$ cat src/rtl/vga_timing_pkg.sv
// Default 640x480@60 timing constants and sync-window helpers, shared by the
// sync generator and the RGB pattern generator.
package vga_timing_pkg;

    localparam int CNT_W = 10;
    typedef logic [CNT_W-1:0] cnt_t;

    localparam int CLK_DIV_DEF   = 4;

    localparam int H_VISIBLE_DEF = 640;
    localparam int H_FP_DEF      = 16;
    localparam int H_SYNC_DEF    = 96;
    localparam int H_BP_DEF      = 48;

    localparam int V_VISIBLE_DEF = 480;
    localparam int V_FP_DEF      = 10;
    localparam int V_SYNC_DEF    = 2;
    localparam int V_BP_DEF      = 33;

    localparam int H_TOTAL_DEF      = H_VISIBLE_DEF + H_FP_DEF + H_SYNC_DEF + H_BP_DEF;
    localparam int V_TOTAL_DEF      = V_VISIBLE_DEF + V_FP_DEF + V_SYNC_DEF + V_BP_DEF;
    localparam int H_SYNC_START_DEF = H_VISIBLE_DEF + H_FP_DEF;
    localparam int H_SYNC_END_DEF   = H_SYNC_START_DEF + H_SYNC_DEF;
    localparam int V_SYNC_START_DEF = V_VISIBLE_DEF + V_FP_DEF;
    localparam int V_SYNC_END_DEF   = V_SYNC_START_DEF + V_SYNC_DEF;

    // Half-open window test: lo <= c < hi.
    function automatic logic in_window(input cnt_t c, input cnt_t lo, input cnt_t hi);
        return (c >= lo) && (c < hi);
    endfunction

endpackage

$ cat src/rtl/pixel_clk_gen.sv
// Pixel-rate enable: a single-clk strobe once every CLK_DIV system clocks.
// No clock is derived; consumers use pclk_tick as a clock enable.
module pixel_clk_gen #(
    parameter int CLK_DIV = 4
) (
    input  logic clk,
    input  logic reset,
    output logic pclk_tick
);

    localparam logic [3:0] DIV_LAST = 4'(CLK_DIV - 1);

    logic [3:0] div_count;

    // The strobe is the registered terminal-count decode, so the first tick
    // after reset release lands exactly CLK_DIV clocks later.
    always_ff @(posedge clk) begin
        if (reset) begin
            div_count <= '0;
            pclk_tick <= 1'b0;
        end else begin
            pclk_tick <= (div_count == DIV_LAST);
            if (div_count == DIV_LAST) begin
                div_count <= '0;
            end else begin
                div_count <= div_count + 4'd1;
            end
        end
    end

endmodule

$ cat src/rtl/vga_sync_gen.sv
// VGA raster timing: pixel/line counters advanced on pclk_tick, with
// registered, mutually aligned sync, display-enable and position outputs.
module vga_sync_gen
    import vga_timing_pkg::*;
#(
    parameter int CLK_DIV   = CLK_DIV_DEF,
    parameter int H_VISIBLE = H_VISIBLE_DEF,
    parameter int H_FP      = H_FP_DEF,
    parameter int H_SYNC    = H_SYNC_DEF,
    parameter int H_BP      = H_BP_DEF,
    parameter int V_VISIBLE = V_VISIBLE_DEF,
    parameter int V_FP      = V_FP_DEF,
    parameter int V_SYNC    = V_SYNC_DEF,
    parameter int V_BP      = V_BP_DEF
) (
    input  logic       clk,
    input  logic       reset,
    output logic       pclk_tick,
    output logic       h_sync,
    output logic       v_sync,
    output logic       DE,
    output logic [9:0] x_pixel,
    output logic [9:0] y_pixel,
    output logic       frame_start
);

    localparam int H_TOTAL = H_VISIBLE + H_FP + H_SYNC + H_BP;
    localparam int V_TOTAL = V_VISIBLE + V_FP + V_SYNC + V_BP;

    localparam cnt_t H_LAST   = CNT_W'(H_TOTAL - 1);
    localparam cnt_t V_LAST   = CNT_W'(V_TOTAL - 1);
    localparam cnt_t H_VIS    = CNT_W'(H_VISIBLE);
    localparam cnt_t V_VIS    = CNT_W'(V_VISIBLE);
    localparam cnt_t HS_START = CNT_W'(H_VISIBLE + H_FP);
    localparam cnt_t HS_END   = CNT_W'(H_VISIBLE + H_FP + H_SYNC);
    localparam cnt_t VS_START = CNT_W'(V_VISIBLE + V_FP);
    localparam cnt_t VS_END   = CNT_W'(V_VISIBLE + V_FP + V_SYNC);

    cnt_t h_count;
    cnt_t v_count;
    logic origin;
    logic origin_seen;

    pixel_clk_gen #(
        .CLK_DIV (CLK_DIV)
    ) u_pixel_clk_gen (
        .clk       (clk),
        .reset     (reset),
        .pclk_tick (pclk_tick)
    );

    assign origin = (h_count == '0) && (v_count == '0);

    always_ff @(posedge clk) begin
        if (reset) begin
            h_count     <= '0;
            v_count     <= '0;
            x_pixel     <= '0;
            y_pixel     <= '0;
            h_sync      <= 1'b1;
            v_sync      <= 1'b1;
            DE          <= 1'b0;
            frame_start <= 1'b0;
            origin_seen <= 1'b0;
        end else begin
            if (pclk_tick) begin
                if (h_count == H_LAST) begin
                    h_count <= '0;
                    v_count <= (v_count == V_LAST) ? '0 : v_count + 1'b1;
                end else begin
                    h_count <= h_count + 1'b1;
                end
            end

            x_pixel <= h_count;
            y_pixel <= v_count;
            h_sync  <= !in_window(h_count, HS_START, HS_END);
            v_sync  <= !in_window(v_count, VS_START, VS_END);
            DE      <= (h_count < H_VIS) && (v_count < V_VIS);

            // The origin is held for CLK_DIV clocks; only its first clock
            // (after a wrap or reset release) marks the frame start.
            frame_start <= origin && !origin_seen;
            origin_seen <= origin;
        end
    end

endmodule

$ cat config.mk
export PLATFORM = sky130hd
export DESIGN_NAME = vga_sync_gen
export DESIGN_NICKNAME = d
export VERILOG_FILES = /design/src/rtl/vga_timing_pkg.sv /design/src/rtl/pixel_clk_gen.sv /design/src/rtl/vga_sync_gen.sv
export SDC_FILE = /design/constraint.sdc
export NUM_CORES = 1
export LEC_CHECK = 0
export ABC_AREA = 1
export BUFFER_PORTS_ARGS = -buffer_cell sky130_fd_sc_hd__buf_2
export CAP_MARGIN = 20
export CELL_PAD_IN_SITES_DETAIL_PLACEMENT = 0
export CELL_PAD_IN_SITES_GLOBAL_PLACEMENT = 2
export CORE_MARGIN = 2
export CORE_UTILIZATION = 30
export DETAILED_ROUTE_END_ITERATION = 10
export PLACE_DENSITY = 0.76
export REMOVE_ABC_BUFFERS = 1
export SLEW_MARGIN = 0
export SYNTH_ARGS = -nofsm -noshare
export SYNTH_HDL_FRONTEND = slang
export SYNTH_SLANG_ARGS = --single-unit
export TNS_END_PERCENT = 100
$ cat constraint.sdc
create_clock -name clk -period 1.3 [get_ports clk]
set_input_delay 0.195 -clock clk [delete_from_list [all_inputs] [get_ports clk]]
set_output_delay 0.195 -clock clk [all_outputs]
set_load 0.01 [all_outputs]
# After elaboration in Yosys (flattened, before gate mapping)
# Cells that the tools add are included.
classes:
  n_eq_ne: 3
  mux: 2
  n_reduce_logical: 12
  n_lt_le_gt_ge: 6
  n_addsub: 3
op_table:
  columns: ["operator", "n"]
  rows:
  - ["adder 10 x 1 -> 10 bit, second input constant", 2]
  - ["== test 10 bit, second input constant", 2]
  - ["logical NOT 10 bit", 2]
  - ["< comparator 10 bit, second input constant", 2]
  - ["< comparator 10 x 9 -> 1 bit, second input constant", 2]
  - ["two-way mux 10 bit", 2]
  - ["greater-or-equal comparator 10 bit, second input constant", 1]
  - ["greater-or-equal comparator 10 x 9 -> 1 bit, second input constant", 1]
  - ["logical AND 1 bit", 5]
  - ["adder 4 x 1 -> 4 bit, second input constant", 1]
  - ["== test 4 x 2 -> 1 bit, second input constant", 1]
  - ["logical NOT 1 bit", 3]
  - ["AND reduction 2 bit", 1]
  - ["OR reduction 2 bit", 1]
totals:
  reg_bits: 50
  input_bits: 2
  word_cells: 37
  out_inout_bits: 25

# Logic depth before layout (Yosys ltp)
logic_depth:
  word_depth: 3
  depth_mapped: 9
  mapped_depth_nobuf: 9

# Cells and area by module
# From an unflattened synthesis, not the netlist that was laid out.
unflattened:
  hier_cells: 281
  hier_area_um2: 2155.8
modules_own_cells:
  columns: ["mod", "seq_area_each_um2", "n_inst", "cells_each", "area_per_inst_um2"]
  rows:
  - ["vga_sync_gen", 900.9, 1, 259, 1966.9]
  - ["pixel_clk_gen", 100.1, 1, 22, 188.9]

# Least setup slack after synthesis
# OpenSTA, ideal clock, no wires.
synth_path:
  path_kind: "register to register"
  from: "register h_count[0]"
  to: "register v_count[7]"
  synth_period_minus_slack_ps: 1307
  stages_incl_launch_ff: 9
  path_slack_ps: -7
  setup_time_ps: 112
  required_ps: 1188
  path_buffers: 0
  t_arrival_ps: 1196
  cell_sequence: "dfxtp_1 > ha_1 > nand2_4 > nor2_8 > nand3_4 > nor2_2 > nand2_1 > nor2_2 > nor2_1"
synth_via:
  elab_chain_len: 2
synth_lines:
  columns: ["element", "line_no", "rtl"]
  rows:
  - ["from (decl)", "vga_sync_gen.sv:39", "cnt_t h_count;"]
  - ["from (signal assigned)", "vga_sync_gen.sv:71", "h_count <= h_count + 1'b1;"]
  - ["== test 10 bit", "vga_sync_gen.sv:67", "if (h_count == H_LAST) begin"]
  - ["AND reduction 2 bit (no line)", null, null]
  - ["to (signal assigned)", "vga_sync_gen.sv:69", "v_count <= (v_count == V_LAST) ? '0 : v_count + 1'b1;"]
  - ["to (decl)", "vga_sync_gen.sv:40", "cnt_t v_count;"]
# Every way passes these cells.
# A chain may end at the register's enable or synchronous reset.

# Worst setup path in the final report
layout_path:
  from: "register h_count[0]"
  to: "register v_count[4]"
# The elaborated chain is that of the path after synthesis.

==> flow_summary.yaml <==
cts:
  postCtsHoldBufs: 0
  numCtsBuffers: 5
  clock_latency_ns: 0.30
  root_buffer: "clkbuf_8"
  cts_sinks: 50
  cts.clk_slew.worst_paths_ns: 0.09
  cts_tree: "built"
  cts_buffer_depth: 2
  cts_htree_levels: 2
critical_path:
  cp_common_cell: "nand2_4"
  rr_worst_depth: 8
  cp_max_fo: 6
  crit_buf_inv: 0
  ff2ff_setup_slack_ns: -0.02
  crit_type: "flop to flop"
  crit_chain: "ha_4, nand2_4, nor2_8, nand3_4, nand2_4, nand2_8, nand2_2, nor2_1"
  r2r_start: "h_count[0]"
  crit_family: "simple AND/OR/NAND/NOR gates"
  rr_endpoint: "v_count[4]"
  slowest_delay_ns: 0.36
  crit_slowest_cell: "dfxtp_2"
  cp-start-kind: "flop"
  setup.worst_path.end_class: "flop"
  crit_required_ns: 1.50
  arrival_ns: 1.53
finish:
  utilization_pct: 41.60
  nFillCells: 713
  drive_above_1_share_pct: 37.00
  stdcell_count: 407
  syn2layout_area_growth_pct: 36.14
  diodes: 0
  nets: 334
die:
  die_w_um: 86.73
  coreArea_um2: 6719
  fp.dieH_um: 86.73
  initial_core_util_pct: 30.56
  rows: 30
  ioPinCount: 27
  fp.dieArea_um2: 7522
sta:
  finalClockSkew_ns: 0.01116
  setup_viol: 7
  period_share_pct: 101.9
  min_period_ns: 1.324
  hold_viol: 0
  max_slew_margin_pct: 80.11
  maxSlewViolCount: 0
  finalWorstSetupSlack_ns: -0.02418
  max_freq_mhz: 755.2
  worst_pin_slew_ns: 0.2965
  grt_setup_unrepaired: "yes"
  timing.hold.ws_ns: 0.3443
global_routing:
  grt_pass1_vias: 1691
  grt_antenna_before_repair: 0
  grt_start_max_net_pins: 21
  grt_usage_pct: 13.93
  grt.overflow.total: 0
  grt_pass1_wl_um: 8169
synth:
  synth_warnings: 0
  synth_edf_count: 0
  synthTopCellsByArea: "dfxtp_1 49%, nor2_1 11%, nand2_1 8.2%, inv_1 5.7%, ha_1 3.7%"
  yosysMostFrequentCell: "nor2_1"
  ys.flop_type: "dfxtp_1"
  synthesis.area_um2: 2053
  syn_inst: 260
  synth_area_leader_cell: "dfxtp_1"
  ys_top_cells_by_count: "58 x nor2_1, 50 x dfxtp_1, 45 x nand2_1, 31 x inv_1, 11 x nand3_1"
  ys_ff_latch: 50
  async_reset_ff_share_pct: 0
  yosysSeqAreaShare_pct: 48.75
  yosysUniqueCellTypes: 28
  synth_top_area_share_pct: 48.75
  syn_avg_cell_area_um2: 7.897
hold_path:
  min_from: "reset"
  hold_class: "primary input to flop"
  holdPathStages: 3
  hold_end: "h_count[4]"
detailed_routing:
  vias: 1762
  antenna_left: 0
  dr.first_iter.drc_count: 43
  dr.pass1.iters: 4
  wl_um: 4816
  drc_errors: 0
  vias_per_cell: 4.329
  wire_per_inst_um: 11.83
status:
  violations: "negative setup slack"
  status: "finished with violations"
place:
  dpl.cell_count: 397
  place_ws_ns: -0.08205
  hpwl_um: 3499
  gp_congestion: 0.7926
  io_buffer_count: 26
pwr:
  peakVddDrop_mv: 0.3498
  cellLeakagePower_nw: 1.241
  power_mw: 2.604
  powerDensity_nw_per_um2: 931.6
job:
  maxCapViolations: 0
kinds of logic after synthesis:
kind of cell	count (synthesis)	synth area share (%)
AOI/OAI and AO/OA	16	4.144
adders and majority gates	6	3.656
xor gates and xnor gates	5	2.133
and+or+nand+nor	145	33.82
buffers and inverters	38	7.496
DFF	50	48.75
worst max-delay path by stage:
| stage | start | endpoint | slack [ns] | depth (start not counted) |
|---|---|---|---|---|
| finish | h_count[0] | v_count[4] | -0.02 | 8 |
| global placement | h_count[0] | v_count[4] | -0.06 | 8 |
| detailed placement | h_count[0] | v_count[7] | -0.08 | 8 |
| CTS | h_count[1] | v_count[5] | -0.05 | 8 |
| global route | h_count[0] | v_count[5] | -0.12 | 8 |
| floorplan | h_count[0] | v_count[7] | -0.007 | 8 |
final cells by class:
type                    instances  area (um^2)  area share [%]
repair buffers                 62        420.4           15.04
multi-input cells             173         1036           37.06
inverters                      34        138.9           4.969
well taps                      80        100.1           3.581
clock inverters                 1        5.005          0.1791
flip-flops and latches         50         1008           36.08
clock buffers                   7        86.33           3.089
sequential cells by signal (all words and copies together) (netlist names):
signal                     cells
DE                             1
frame_start                    1
h_count                       10
h_sync                         1
origin_seen                    1
u_pixel_clk_gen.div_count      4
u_pixel_clk_gen.pclk_tick      1
v_count                       10
v_sync                         1
x_pixel                       10
y_pixel                       10
report_power, final:
group	total, mW	internal (mW)	switching [mW]
Clock	0.926	0.430	0.496
Combinational	0.119	0.0478	0.0714
Sequential	1.56	1.55	0.0102
routing by layer:
metal	vias to the layer above	global-route usage (%)	part of all wire [%]
li1	946	-	-
met1	785	19.40	51
met2	25	21.89	45
met3	6	3.143	2.5
met4	0	3.409	1.2
met5	-	0	0
repair_timing:
item                       in CTS  in global routing
gates cloned                    1                  0
hold endpoints to repair        0                  0
setup endpoints to repair      13                 17
setup buffers                   0                  1
resized for setup              18                 28
pin swaps                      18                 17
tightest hold or removal path, delay by kind of cell:
kind                   cells  cell delay [ns]
buffers and inverters      2             0.34
AO/OA/AOI/OAI              1             0.06
through the flow:
step	TNS (ns)	area (um^2)
finish	-0.1178	2795
global route	-1.127	2795
CTS	-0.4672	2698
detailed placement	-0.5933	2535
global placement	-0.2943	2535
floorplan	-0.007446	2029
layout by cell type (no fill, tap or decap), types with 2 or more instances in the layout:
master | netlist | final
clkbuf_8 | 0 | 6
dfxtp_1 | 50 | 46
nand2_2 | 1 | 8
nand2_4 | 4 | 3
nor2_1 | 58 | 52
nand2_1 | 45 | 38
inv_1 | 31 | 27
clkinv_2 | 0 | 2
a21oi_1 | 6 | 6
nor3_2 | 1 | 3
o21ai_1 | 3 | 4
buf_6 | 1 | 2
nand4_1 | 7 | 7
ha_4 | 0 | 3
buf_2 | 1 | 26
nor2_2 | 5 | 7
inv_4 | 1 | 4
or2_2 | 2 | 2
ha_1 | 6 | 2
o21ai_0 | 5 | 4
nor2_4 | 1 | 5
buf_4 | 0 | 33
xor2_1 | 5 | 5
nor3_1 | 5 | 3
dfxtp_2 | 0 | 3
nand3_2 | 3 | 6
nand3_1 | 11 | 9
Note: power is estimated with default switching activity, not from simulation.
